`src/rtl/serial_subtractor.sv`:
```
// Bit-serial two's-complement subtractor: inA - inB - borrowIn, one bit per clock,
// LSB first, through a single full-subtractor cell with a start/busy/done handshake.
module serial_subtractor #(
    parameter int WIDTH = 8
) (
    input  logic             clock,
    input  logic             reset,
    input  logic             start,
    input  logic [WIDTH-1:0] inA,
    input  logic [WIDTH-1:0] inB,
    input  logic             borrowIn,
    output logic             busy,
    output logic             done,
    output logic [WIDTH-1:0] out,
    output logic             borrowOut
);

    localparam int            CW       = $clog2(WIDTH + 1);
    localparam logic [CW-1:0] LAST_BIT = CW'(WIDTH - 1);

    typedef enum logic [1:0] {
        IDLE = 2'd0,
        RUN  = 2'd1,
        DONE = 2'd2
    } state_e;

    state_e           state_q, state_d;
    logic [WIDTH-1:0] aSh_q, aSh_d;
    logic [WIDTH-1:0] bSh_q, bSh_d;
    logic [WIDTH-1:0] dSh_q, dSh_d;
    logic [WIDTH-1:0] out_q, out_d;
    logic             bw_q, bw_d;
    logic             borrowOut_q, borrowOut_d;
    logic [CW-1:0]    cnt_q, cnt_d;

    logic             aBit, bBit, diffBit, borrowNext, accept;
    logic [WIDTH-1:0] dShifted;

    // The full-subtractor cell; the new difference bit enters d_sh at the MSB so
    // that after WIDTH shifts bit 0 of the result lands at d_sh[0].
    assign aBit       = aSh_q[0];
    assign bBit       = bSh_q[0];
    assign diffBit    = aBit ^ bBit ^ bw_q;
    assign borrowNext = (~aBit & bBit) | (~aBit & bw_q) | (bBit & bw_q);
    assign dShifted   = (dSh_q >> 1) | (WIDTH'(diffBit) << (WIDTH - 1));
    assign accept     = start && (state_q == IDLE || state_q == DONE);

    always_comb begin
        state_d     = state_q;
        aSh_d       = aSh_q;
        bSh_d       = bSh_q;
        dSh_d       = dSh_q;
        bw_d        = bw_q;
        cnt_d       = cnt_q;
        out_d       = out_q;
        borrowOut_d = borrowOut_q;

        case (state_q)
            IDLE: begin
                if (start) begin
                    state_d = RUN;
                end
            end
            RUN: begin
                aSh_d = aSh_q >> 1;
                bSh_d = bSh_q >> 1;
                dSh_d = dShifted;
                bw_d  = borrowNext;
                cnt_d = cnt_q + CW'(1);
                if (cnt_q == LAST_BIT) begin
                    out_d       = dShifted;
                    borrowOut_d = borrowNext;
                    state_d     = DONE;
                end
            end
            DONE: begin
                state_d = start ? RUN : IDLE;
            end
            default: begin
                state_d = IDLE;
            end
        endcase

        if (accept) begin
            aSh_d = inA;
            bSh_d = inB;
            bw_d  = borrowIn;
            cnt_d = '0;
        end
    end

    always_ff @(posedge clock) begin
        if (reset) begin
            state_q     <= IDLE;
            aSh_q       <= '0;
            bSh_q       <= '0;
            dSh_q       <= '0;
            bw_q        <= 1'b0;
            cnt_q       <= '0;
            out_q       <= '0;
            borrowOut_q <= 1'b0;
        end else begin
            state_q     <= state_d;
            aSh_q       <= aSh_d;
            bSh_q       <= bSh_d;
            dSh_q       <= dSh_d;
            bw_q        <= bw_d;
            cnt_q       <= cnt_d;
            out_q       <= out_d;
            borrowOut_q <= borrowOut_d;
        end
    end

    assign busy      = (state_q == RUN);
    assign done      = (state_q == DONE);
    assign out       = out_q;
    assign borrowOut = borrowOut_q;

endmodule

```
`config.mk`:
```
export PLATFORM = sky130hd
export DESIGN_NAME = serial_subtractor
export DESIGN_NICKNAME = d
export VERILOG_FILES = /design/src/rtl/serial_subtractor.sv
export SDC_FILE = /design/constraint.sdc
export NUM_CORES = 1
export LEC_CHECK = 0
export ABC_CLOCK_PERIOD_IN_PS = 2500
export CAP_MARGIN = 20
export CORE_ASPECT_RATIO = 1.5
export CORE_MARGIN = 3
export CORE_UTILIZATION = 23
export CTS_CLUSTER_DIAMETER = 80
export DETAILED_ROUTE_END_ITERATION = 16
export PLACE_DENSITY_LB_ADDON = 0.25
export REMOVE_ABC_BUFFERS = 1
export SETUP_SLACK_MARGIN = 0.5
export SYNTH_ARGS = -nofsm -noshare
export SYNTH_HDL_FRONTEND = slang
export SYNTH_SLANG_ARGS = --single-unit
```
`constraint.sdc`:
```
create_clock -name clock -period 2.5 [get_ports clock]
set_input_delay 0.375 -clock clock [delete_from_list [all_inputs] [get_ports clock]]
set_output_delay 0.375 -clock clock [all_outputs]
set_load 0.02 [all_outputs]
```
==> reports/summary.txt <==
Final min period: 1.87 ns
Final nets: 227
Final Max Slew Viols: 0
Routability Congestion: 0.722
Area share of xor/xnor cells in the synthesized design: 0.0110
H-tree depth: 2
First-pass GRT wire length: 6150 microns
Max frequency: 535 MHz
Post-synthesis mux area share: 0.0126
Filler cell count: 732
Seq cells post-synth: 39
Clock Skew: 0.00465 ns
Worst-case reg-to-reg path depth: 3
Global Route Usage Sum: 0.0975
Synth Area per Inst: 8.71 sq um
Final setup viols: 0
# diodes: 0
Area grow syn2layout: 24.9%
YS warnings: 0
# resized after CTS: 0
Post-route ant nets: 0
Die height: 108 microns
Worst hold path type: reg -> reg
Max FO, Critical Path: 5
Power density over the cells: 624 nW/um^2
Starting Density: 0.241
Crit path max-delay family: buffers and inverters
Worst endpoint required time: 2.12 ns
FP Rows: 36
IO Pins: 31
Internal Pwr Total: 918 uW
FF-to-FF Start: state_q[0]
DIE AREA: 7950 sq um
Max-cap violation count: 0
Post-Syn Instances: 182
Final hold vios: 0
RSZ-0062 raised after global routing: no
Largest family of logic cells by synthesized area: simple AND/OR/NAND/NOR gates
Drt via density: 4.81
Clock-pin slew on the worst setup and hold paths: 0.07 ns
Cts hold-fix bufs: 0
Synth async-reset ratio: 0
Fin util: 0.301
Sequential element share of the synthesized area: 0.493
Relative slew slack: 0.477
Hold wc startpoint: dSh_q[1]
Crit path cell chain: nand2b_1 -> inv_2 -> clkdlybuf4s50_1
Fin crit share: 0.747
Sequential cell area: 781 sq um
Crit end category: output pin
Simple-gate area share of the yosys netlist: 0.209
Vias in the first global route: 1337
Leak: 0.000660 uW
Postcts setup bufs: 0
DP Area: 1900 sq um
Status: complete, no violations
Clock power share: 0.331
Worst Setup Path Type: reg -> out
Most used flip-flop cell after synthesis: dfxtp_1
Synth cell types: 27
Crit. Startpoint: state_q[0]
Switch Pwr: 318 uW
Slew @ Worst Pin: 0.785 ns
Mapped Area: 1590 sq um
Sw frac: 0.257
CORE AREA: 6580 sq um
Via count: 1357
PortBufs: 30
Final Instance Area: 1980 sq um
Final WL: 3560 microns
Sequential Power Share: 0.541
Worst vdd ir: 0.000357 V
CTS tree: done
DRC: 0
Compound-gate portion of the synthesized area: 0.184
Setup TNS: 0 ns
Die Wd: 73.8 microns
Pre-Repair DR Iteration Count: 4
GR Overflow Total: 0
Pin count of the biggest net entering global routing: 40
Setup crit start kind: flop
Logic pwr share: 0.128
Hold slack final: 0.466 ns
TritonCTS Buffers: 5
Area of the multi-input gates: 693 sq um
Hold Path Depth: 2
Adder-cell share of the synthesized area: 0.0205
Fraction of layout cells with a size suffix above 1: 0.0583
CP arrival: 1.49 ns
Drt wl/cell: 12.6 microns
Number of flops mapped to enable cells by yosys: 0
Initial DRC Count: 77
Bufs and invs on worst path: 2
Clock root cell: clkbuf_8
Critical Path Max Stage Delay: 0.60 ns
Pwr Total: 1240 uW
Slowest CP cell: clkdlybuf4s50_1
Initial antenna violation count: 0
Detailed placer's ending HPWL: 2180 microns
Clock buffer depth: 2
Worst-Skew Late Latency: 0.29 ns
CTS sink cnt: 39
WP depth: 3
## cells in the mapped netlist, drive strengths merged, types with 3 or more instances
| cell | n | area share |
|---|---|---|
| dfxtp | 39 | 0.49 |
| nand2 | 25 | 0.059 |
| a21oi | 20 | 0.063 |
| nor3 | 17 | 0.054 |
| buf | 13 | 0.056 |
| nand3 | 13 | 0.041 |
| o21ai | 9 | 0.028 |
| nor2 | 8 | 0.019 |
| a311oi | 7 | 0.039 |
| o22ai | 6 | 0.024 |
| clkbuf | 4 | 0.0095 |
| a22oi | 3 | 0.014 |
## cell families (layout without fill, tap and decap cells)
logic type               count (synthesis)  in the layout
AND/OR/NAND/NOR                         71             71
XOR/XNOR                                 2              2
buffers and inverters                   19             43
adder cells (fa/ha/maj)                  2              2
AO/OA/AOI/OAI                           47             47
multiplexers                             2              2
flip-flops                              39             39
## sequential cells by signal, indices dropped and copies added, names as in the netlist
| register | cells |
|---|---|
| aSh_q | 8 |
| bSh_q | 8 |
| out | 8 |
| dSh_q | 7 |
| cnt_q | 4 |
| state_q | 2 |
| borrowOut | 1 |
| bw_q | 1 |
## power groups by stage
| stage | Clock, uW | Sequential [uW] | Combinational, uW |
|---|---|---|---|
| 2_1_floorplan | 0 | 678 | 88.3 |
| 3_3_place_gp | 0 | 683 | 158 |
| 3_5_place_dp | 0 | 683 | 159 |
| 4_1_cts | 424 | 669 | 160 |
| 5_1_grt | 452 | 673 | 177 |
| 6_report | 408 | 669 | 159 |
## tightest hold or removal path, stage by stage (launching register included)
cell,delay [ns]
dfxtp_1,0.32
nand2_1,0.05
a21oi_1,0.05
## cells in the final DEF (no fill, tap or decap)
cell,count
clkbuf_1,2
or3_1,1
inv_1,1
clkinv_2,1
a22oi_1,3
xor2_1,1
and3b_1,1
and2b_1,2
inv_2,1
a211oi_2,2
nor3_1,17
nand3_1,13
mux2i_1,2
fa_1,1
nand2b_1,2
a311oi_1,7
a21oi_1,20
o22ai_1,6
clkbuf_8,5
xnor2_1,1
nand3b_1,2
nor2_1,8
buf_4,3
dfxtp_1,39
o21ai_0,9
ha_1,1
clkdlybuf4s50_1,30
nand2_1,25
## final timing paths
path | endpoint | slack [ns]
max | busy | 0.63
min | dSh_q[1] | 0.47
max reg2reg | bw_q | 0.98
min reg2reg | dSh_q[1] | 0.47
## final cells by class
cell class / instances / share of cell area
clock inverter: 1 / 0.00253
clock buffer: 7 / 0.0385
tap: 76 / 0.0480
timing repair buffer: 33 / 0.163
multi-input combinational: 124 / 0.350
inverter: 2 / 0.00379
sequential: 39 / 0.394
## routing by layer
metal  global-route usage  wire length (microns)  vias to the layer above
met2                0.164                   1720                       28
met3               0.0308                    156                        6
li1                     -                      -                      687
met5                    0                      0                        -
met4               0.0311                     53                        0
met1                0.115                   1630                      636
## stage by stage
step	setup WS [ns]	instances
6_report	0.632	282
5_1_grt	0.533	282
3_3_place_gp	0.683	274
4_1_cts	0.602	282
3_5_place_dp	0.670	274
2_1_floorplan	0.648	165
No activity file was read; power rests on OpenSTA's default activity.
